===== config.mk =====
export PLATFORM = sky130hd
export DESIGN_NAME = out_ff
export DESIGN_NICKNAME = d
export VERILOG_FILES = /design/src/rtl/out_ff_pkg.sv /design/src/rtl/out_ff_ff_d1.sv /design/src/rtl/out_ff.sv
export SDC_FILE = /design/constraint.sdc
export NUM_CORES = 1
export LEC_CHECK = 0
export BUFFER_PORTS_ARGS = -buffer_cell sky130_fd_sc_hd__buf_4
export CAP_MARGIN = 5
export CORE_AREA = 2 2 39 41
export DETAILED_ROUTE_END_ITERATION = 10
export DIE_AREA = 0 0 41 43
export GPL_ROUTABILITY_DRIVEN = 0
export PLACE_DENSITY = 0.3
export SYNTH_ARGS = -nofsm -noshare
export SYNTH_HDL_FRONTEND = slang
export SYNTH_HIERARCHICAL = 1
export SYNTH_SLANG_ARGS = --single-unit

===== constraint.sdc =====
create_clock -name clk -period 0.8 [get_ports clk]
set_input_delay 0.16 -clock clk [delete_from_list [all_inputs] [get_ports clk]]
set_output_delay 0.16 -clock clk [all_outputs]
set_load 0.05 [all_outputs]

===== src/rtl/out_ff_pkg.sv =====
// Shared constants and types for the out_ff output register.
// Latency: none (declarations only).
// Backpressure: none (declarations only).
package out_ff_pkg;

    localparam int OUT_FF_WIDTH_DEFAULT = 4;

    typedef logic [3:0] nibble_t;

    localparam nibble_t NIBBLE_ZERO = 4'b0000;

endpackage : out_ff_pkg


===== src/rtl/out_ff_ff_d1.sv =====
// Single-bit D flip-flop with load enable and synchronous reset.
// Latency: one clk edge from d/enable/reset to q.
// Backpressure: none; enable=0 simply holds the stored bit.
module ff_d1 #(
    parameter logic RESET_VALUE = 1'b0
) (
    input  logic clk,
    input  logic reset,
    input  logic enable,
    input  logic d,
    output logic q
);

    logic q_q;
    logic q_d;

    // Next state: reset beats load, load beats hold.
    always_comb begin
        q_d = q_q;
        if (reset) begin
            q_d = RESET_VALUE;
        end else if (enable) begin
            q_d = d;
        end
    end

    // State register; reset is sampled only at the rising edge.
    always_ff @(posedge clk) begin
        q_q <= q_d;
    end

    assign q = q_q;

endmodule : ff_d1


===== src/rtl/out_ff.sv =====
// WIDTH-bit output register built from replicated ff_d1 bit cells.
// Latency: exactly one clk edge from D/enable/reset to Q; Q comes only from flops.
// Backpressure: none; enable=0 holds Q, reset overrides any pending load.
module out_ff
    import out_ff_pkg::*;
#(
    parameter int WIDTH       = OUT_FF_WIDTH_DEFAULT,
    parameter     RESET_VALUE = {WIDTH{1'b0}}
) (
    input  logic             clk,
    input  logic             reset,
    input  logic             enable,
    input  logic [WIDTH-1:0] D,
    output logic [WIDTH-1:0] Q
);

    // Elaboration-time legality of the parameters.
    if (WIDTH < 1 || WIDTH > 32) begin : g_bad_width
        $error("out_ff: WIDTH=%0d outside 1..32", WIDTH);
    end
    if ($bits(RESET_VALUE) != WIDTH) begin : g_bad_reset_value
        $error("out_ff: RESET_VALUE is %0d bits, WIDTH is %0d",
               $bits(RESET_VALUE), WIDTH);
    end

    localparam logic [WIDTH-1:0] RESET_VEC = RESET_VALUE;

    // One bit cell per data bit; all share the same strobes so every bit
    // loads, holds and resets on the same edge.
    for (genvar i = 0; i < WIDTH; i++) begin : g_bit
        ff_d1 #(
            .RESET_VALUE (RESET_VEC[i])
        ) u_ff (
            .clk    (clk),
            .reset  (reset),
            .enable (enable),
            .d      (D[i]),
            .q      (Q[i])
        );
    end

    // Value the bank should present after the coming edge; used only to
    // check that Q does not move between edges.
    logic [WIDTH-1:0] q_expect_d;
    logic [WIDTH-1:0] q_expect_q;

    // Next-value selection in the same priority as the bit cells.
    always_comb begin
        q_expect_d = Q;
        if (reset) begin
            q_expect_d = RESET_VEC;
        end else if (enable) begin
            q_expect_d = D;
        end
    end

    // Snapshot of the value Q must keep until the next rising edge.
    always_ff @(posedge clk) begin
        q_expect_q <= q_expect_d;
    end

    a_reset_priority : assert property (@(posedge clk)
        reset |=> (Q == RESET_VEC))
        else $error("out_ff: Q not RESET_VALUE after reset edge");

    a_hold : assert property (@(posedge clk)
        (!reset && !enable) |=> $stable(Q))
        else $error("out_ff: Q changed with enable=0");

    a_stable_between_edges : assert property (@(negedge clk)
        (Q == q_expect_q))
        else $error("out_ff: Q moved between clock edges");

endmodule : out_ff


# Word-level counts from Yosys, hierarchy flattened
# Index checks and enable logic that the tools add are counted.
dict set report totals {
  regBits 4
  inputBits 7
  output_inout_bits 4
  elab_cells 4
}

# Longest topological paths before layout
# Gate-level depths: netlist (run 1).
dict set report depth {
  ltp_word 0
  ltp_mapped 2
  depth_no_buf 2
}

# Hierarchy
# Netlist (run 1), hierarchy kept.
# module instances cells_per_inst area_each_um2 seq_area_each_um2
set modules_own_cells {}
lappend modules_own_cells {ff_d1 4 3 33.8 20.0}

# Worst setup path before layout (run 1)
# No wires, ideal clock.
dict set report synth_timing {
  path_kind {register to register}
  start {reg, netlist name g_bit[0].u_ff/q}
  end {reg g_bit[0].u_ff.q_q}
  setup_ps 65
  t_arrival_ps 817
  required_time_ps 735
  slack_ps -82
  path_stages_with_launch 3
  path_buffers 0
  synth_period_minus_slack_ps 882
  path_cell_list {dfxtp_1 -> mux2i_1 -> nor2_1}
}
# item line_no
set synth_lines {}
lappend synth_lines {{end signal, assigned} out_ff_ff_d1.sv:29} ;# q_q <= q_d;
lappend synth_lines {{end, declared} out_ff_ff_d1.sv:14} ;# logic q_q;

# Final worst setup path (run 1)
dict set report layout_timing {
  start {reg g_bit[0].u_ff.q_q}
  end {out Q[0]}
}
# item line_no
set layout_lines {}
lappend layout_lines {{end, declared} out_ff.sv:14} ;# output logic [WIDTH-1:0] Q
# No word-level cell between the ends.

==> impl_metrics.csv, run 1 <==
group,metric,value,unit
worst_setup_path,cp-end-kind,"primary output",
floorplan,rows,14,
cells_and_area,fin_nets,34,
routing,drc,0,
cells_and_area,largest_reg_flops,4,
sta,drv_slew,0,
clocking,cts_sinks,4,
power_and_ir_drop,vdd_drop_max,0.000347,V
routing,wl_per_cell,7.83,µm
sta,setup_ws,-0.0647,ns
sta,finalHoldViolCount,0,
power_and_ir_drop,leakagePower,0.135,nW
worst_setup_path,start_kind,"flop",
sta,worstMarginPinSlew,0.138,ns
worst_setup_path,cp_top_family,"flip-flops",
routing,vias,128,
worst_setup_path,critPathRequiredTime,0.64,ns
cells_and_area,fin_util,20.3,%
logic_synthesis,async_reset_ff_share,0,%
worst_setup_path,crit_chain,"buf_6",
floorplan,dieArea,1760,µm²
logic_synthesis,yosys.area.top_type,"dfxtp_1",
power_and_ir_drop,power_density,2090,nW/µm²
sta,fmax,1.16,GHz
cells_and_area,multi_input_area,55.1,µm²
outcome,violations,"negative setup slack",
logic_synthesis,yosysWarnings,6,
hold_path,hold_class,"input port to flop",
placed_design,pre_cts_ws,0.148,ns
worst_setup_path,setup.worst_path.class,"flop to primary output",
sta,min_period,0.865,ns
cells_and_area,final_cell_area,280,µm²
placed_design,placed_area,235,µm²
power_and_ir_drop,p_comb_share,20.2,%
floorplan,die_width,41,µm
outcome,outcome,"finished, violations left",
logic_synthesis,syn_area_per_cell,11.3,µm²
clocking,cts-root-buf,"clkbuf_4",
worst_setup_path,path_buf_inv,1,
logic_synthesis,ys_top_cells_by_area,"dfxtp_1 59%, mux2i_1 30%, nor2_1 11%",
logic_synthesis,netlist_top_cells_count,"4 x dfxtp_1, 4 x mux2i_1, 4 x nor2_1",
sta,finalCritPeriodShare,108,%
power_and_ir_drop,internal-power,439,µW
worst_setup_path,worstPathMaxFanout,2,
cells_and_area,area_growth,107,%
cells_and_area,fillers,154,
sta,fin_setup_tns,-0.252,ns
clocking,post_cts_buffers,0,
cells_and_area,drive_gt1_share,68.0,%
routing,via_per_inst,3.12,
floorplan,ioPinCount,11,
clocking,insertion_delay,0.23,ns
routing,detail_route.first_pass.iterations,2,
placed_design,io_buffers,10,
logic_synthesis,synth_enable_flop_cells,0,
cells_and_area,insertedDiodeCount,0,
worst_setup_path,crit_path_max_incr_delay,0.32,ns
logic_synthesis,netlist_area,135,µm²
global_route,first_global_vias,125,
power_and_ir_drop,clock_power_share,41.6,%
floorplan,die_h,43,µm
worst_setup_path,rrSetupSlack,0.18,ns
worst_setup_path,arrival,0.70,ns
sta,setup_viol,4,
clocking,h-tree-depth,1,
clocking,cts_tree,"built",
logic_synthesis,synth.distinct_cells,3,
power_and_ir_drop,p_switching,147,µW
routing,ant_nets,0,
logic_synthesis,synth_top_area_share,59.3,%
floorplan,start_util,9.76,%
cells_and_area,seqCellArea,85.1,µm²
logic_synthesis,ys.flop_type,"dfxtp_1",
global_route,antenna_found_initial,0,
job,maxCapViolations,0,
logic_synthesis,synth_seq_cells,4,
sta,finalClockSkew,0,ns
global_route,grt_max_degree,5,
routing,drt-initial-drc-count,1,
sta,slew_headroom,90.6,%
clocking,clk_path_buf_depth,2,
logic_synthesis,ys_seq_area_share,59.3,%
logic_synthesis,netlist_instances,12,
clocking,cts_buffers,3,
logic_synthesis,syn-num-nets,19,
sta,rsz0062_at_grt,"yes",
worst_setup_path,crit_slowest_cell,"dfxtp_2",
global_route,grt_pass1_wl,510,µm
power_and_ir_drop,power_frac_seq,38.2,%
clocking,clkTransAtPathRegs,0.04,ns
power_and_ir_drop,swShare,25.0,%
global_route,grt_overflow,0,
global_route,grtUsageTotal,5.31,%
routing,wl,321,µm
floorplan,core_area,1380,µm²
-- layout make-up --
cell class / count / share of cell area (%)
timing repair buffer: 10 / 34.8
sequential: 4 / 30.4
multi-input combinational: 8 / 19.6
clock buffer: 3 / 8.04
tap: 16 / 7.14
-- power groups by stage --
stage / sequential, mW / clock, mW / combinational, mW
floorplan: 0.265 / 0 / 0.0168
global placement: 0.223 / 0 / 0.108
detailed placement: 0.223 / 0 / 0.108
CTS: 0.223 / 0.258 / 0.118
global route: 0.225 / 0.272 / 0.126
finish: 0.224 / 0.244 / 0.118
-- placed cells by master, fill, tap and decap left out, drive strengths merged --
| cell type | netlist | layout |
|---|---|---|
| mux2i | 4 | 4 |
| nor2 | 4 | 4 |
| buf | 0 | 10 |
| clkbuf | 0 | 3 |
| dfxtp | 4 | 4 |
-- repair_timing --
item,4_1_cts,5_1_grt
gates resized for setup,5,1
endpoints found under the setup margin,4,4
hold endpoints to repair,0,0
hold buffers,0,0
-- routing by layer --
| metal | track usage (%) | routed length, µm | vias up |
|---|---|---|---|
| li1 | - | - | 67 |
| met1 | 4.47 | 116 | 57 |
| met2 | 5.63 | 178 | 4 |
| met3 | 3.14 | 26 | 0 |
| met4 | 10.0 | 0 | 0 |
| met5 | 0 | 0 | - |
-- worst paths after layout --
check	to	from	depth (start not counted)
worst max-delay path	Q[0]	g_bit[0].u_ff/q	1
worst min-delay path	g_bit[3].u_ff/q	reset	2
worst max register to register	g_bit[3].u_ff/q	g_bit[3].u_ff/q	2
worst min register to register	g_bit[2].u_ff/q	g_bit[2].u_ff/q	2
-- metrics by stage --
stage / total power, mW / cells / hold slack [ns]
6_report: 0.586 / 41 / 0.109
5_1_grt: 0.623 / 41 / 0.110
4_1_cts: 0.599 / 41 / 0.104
3_5_place_dp: 0.332 / 38 / 0.348
3_3_place_gp: 0.331 / 38 / 0.350
2_1_floorplan: 0.282 / 12 / 0.225
-- cells by family (layout without fill, tap and decap cells) --
logic type             Yosys count  count (layout)  share of synthesized area [%]
buffers and inverters            0              13                              0
multiplexers                     4               4                           29.6
flip-flops                       4               4                           59.3
AND/OR/NAND/NOR                  4               4                           11.1
(Power assumes the default switching activity.)
==> run 2: changes to the inputs <==
- clock period: 0.8 -> 0.9 ns (I/O delays scaled with it)
==> run 2 against run 1 <==
  * The flow now finishes without violations
  * Clock power decreased by 10%
  * Setup slack improved by 0.071 ns
  * Critical path depth unchanged
  * Critical path type unchanged
  * Critical endpoint unchanged
  * Largest cell class unchanged
==> impl_metrics.csv, run 2 (synthesized netlist as in run 1, its figures left out) <==
group,metric,value,unit
worst_setup_path,rrSetupSlack,0.30,ns
cells_and_area,final_common_cell,"buf_4",
worst_setup_path,crit_chain,"buf_6",
sta,fin_setup_tns,0,ns
power_and_ir_drop,internal-power,392,µW
sta,finalClockSkew,0,ns
clocking,cts_buffers,3,
cells_and_area,fin_nets,34,
floorplan,dieArea,1760,µm²
routing,wl,327,µm
floorplan,core_area,1380,µm²
sta,drv_slew,0,
global_route,grt_overflow,0,
routing,ant_nets,0,
worst_setup_path,path_buf_inv,1,
outcome,outcome,"completed",
sta,worstMarginPinSlew,0.124,ns
floorplan,rows,14,
clocking,clk_path_buf_depth,2,
power_and_ir_drop,leakagePower,0.136,nW
sta,finalCritPeriodShare,99.3,%
power_and_ir_drop,power_density,1850,nW/µm²
job,maxCapViolations,0,
power_and_ir_drop,p_comb_share,20.3,%
floorplan,die_width,41,µm
global_route,grt_max_degree,5,
power_and_ir_drop,vdd_drop_max,0.000324,V
routing,vias,126,
cells_and_area,insertedDiodeCount,0,
routing,drc,0,
hold_path,hold_class,"input port to flop",
clocking,cts_tree,"built",
routing,drt-initial-drc-count,0,
worst_setup_path,setup.worst_path.class,"flop to primary output",
worst_setup_path,arrival,0.71,ns
worst_setup_path,r2r_cells,2,
global_route,grtUsageTotal,5.52,%
power_and_ir_drop,clock_power_share,41.7,%
clocking,postCtsHoldBufs,0,
cells_and_area,drive_gt1_share,68.0,%
routing,detail_route.first_pass.iterations,1,
global_route,first_global_vias,132,
floorplan,die_h,43,µm
clocking,post_cts_buffers,0,
routing,via_per_inst,3.07,
sta,setup_viol,0,
worst_setup_path,timing.rr.end,"g_bit[2].u_ff/q",
worst_setup_path,crit_slowest_cell,"dfxtp_2",
sta,min_period,0.894,ns
worst_setup_path,start_kind,"flop",
clocking,insertion_delay,0.23,ns
hold_path,min_from,"reset",
worst_setup_path,critPathRequiredTime,0.72,ns
floorplan,ioPinCount,11,
sta,fmax,1.12,GHz
worst_setup_path,worstPathMaxFanout,2,
worst_setup_path,cp-end-kind,"primary output",
clocking,cts_sinks,4,
cells_and_area,final_cell_mix,"6 x buf_4, 4 x mux2i_1, 4 x nor2_1, 4 x dfxtp_2",
sta,rsz0062_at_grt,"yes",
cells_and_area,area_growth,110,%
cells_and_area,fillers,153,
placed_design,io_buffers,10,
hold_path,hold_end,"g_bit[1].u_ff/q",
worst_setup_path,crit_path_max_incr_delay,0.33,ns
cells_and_area,largest_reg_flops,4,
floorplan,start_util,9.76,%
clocking,h-tree-depth,1,
placed_design,placed_area,230,µm²
routing,wl_per_cell,7.98,µm
clocking,cts-root-buf,"clkbuf_4",
global_route,antenna_found_initial,0,
power_and_ir_drop,power_frac_seq,38.0,%
clocking,clkTransAtPathRegs,0.04,ns
sta,slew_headroom,91.5,%
cells_and_area,final_cell_area,284,µm²
power_and_ir_drop,swShare,25.4,%
hold_path,hold_depth,2,
global_route,grt_pass1_wl,503,µm
worst_setup_path,cp_top_family,"flip-flops",
sta,finalHoldViolCount,0,
worst_setup_path,r2r-start,"g_bit[2].u_ff/q",
power_and_ir_drop,p_switching,133,µW
-- run 2: changes by cell type in the layout (fill, tap and decap cells not counted) --
cell   change
buf_6      -1
buf_8      +1
-- run 2: power groups by stage --
stage	logic (mW)	clock network [mW]	registers [mW]
finish	0.107	0.219	0.200
global route	0.112	0.247	0.200
CTS	0.102	0.234	0.198
detailed placement	0.0955	0	0.197
global placement	0.0958	0	0.196
floorplan	0.0150	0	0.233
-- run 2: worst max path at each step --
stage | start | end | slack [ns] | cells past startpoint
after floorplan | g_bit[0].u_ff/q | g_bit[0].u_ff/q | 0.02 | 2
after global routing | g_bit[2].u_ff/q | Q[2] | -0.02 | 1
final | g_bit[0].u_ff/q | Q[0] | 0.006 | 1
after CTS | g_bit[3].u_ff/q | Q[3] | -0.003 | 1
after global placement | g_bit[2].u_ff/q | Q[2] | 0.22 | 1
after detailed placement | g_bit[3].u_ff/q | Q[3] | 0.21 | 1
-- run 2: what timing repair did --
action | in CTS | in global routing
resized for setup | 8 | 3
setup endpoints to repair | 4 | 4
endpoints found under the hold margin | 0 | 0
-- run 2: metal layers --
layer | GRT usage (%) | wire [µm]
met5 | 0 | 0
met3 | 3.14 | 19
met1 | 4.50 | 91
met4 | 12.0 | 0
met2 | 5.31 | 216
-- run 2: final cells by class --
cell class | instances | area, µm² | area share [%]
multi-input combinational | 8 | 55.1 | 19.4
tap | 16 | 20.0 | 7.05
clock buffer | 3 | 22.5 | 7.93
timing repair buffer | 10 | 101 | 35.7
sequential | 4 | 85.1 | 30.0
-- run 2: per-stage QoR --
step / util (%) / hold slack (ns) / power [mW] / std cells / setup WS [ns]
2_1_floorplan: - / 0.252 / 0.248 / 12 / 0.0180
3_3_place_gp: 16.6 / 0.376 / 0.292 / 38 / 0.216
3_5_place_dp: 16.6 / 0.378 / 0.292 / 38 / 0.209
4_1_cts: 19.7 / 0.119 / 0.535 / 41 / -0.00322
5_1_grt: 20.5 / 0.121 / 0.560 / 41 / -0.0215
6_report: 20.5 / 0.126 / 0.526 / 41 / 0.00634
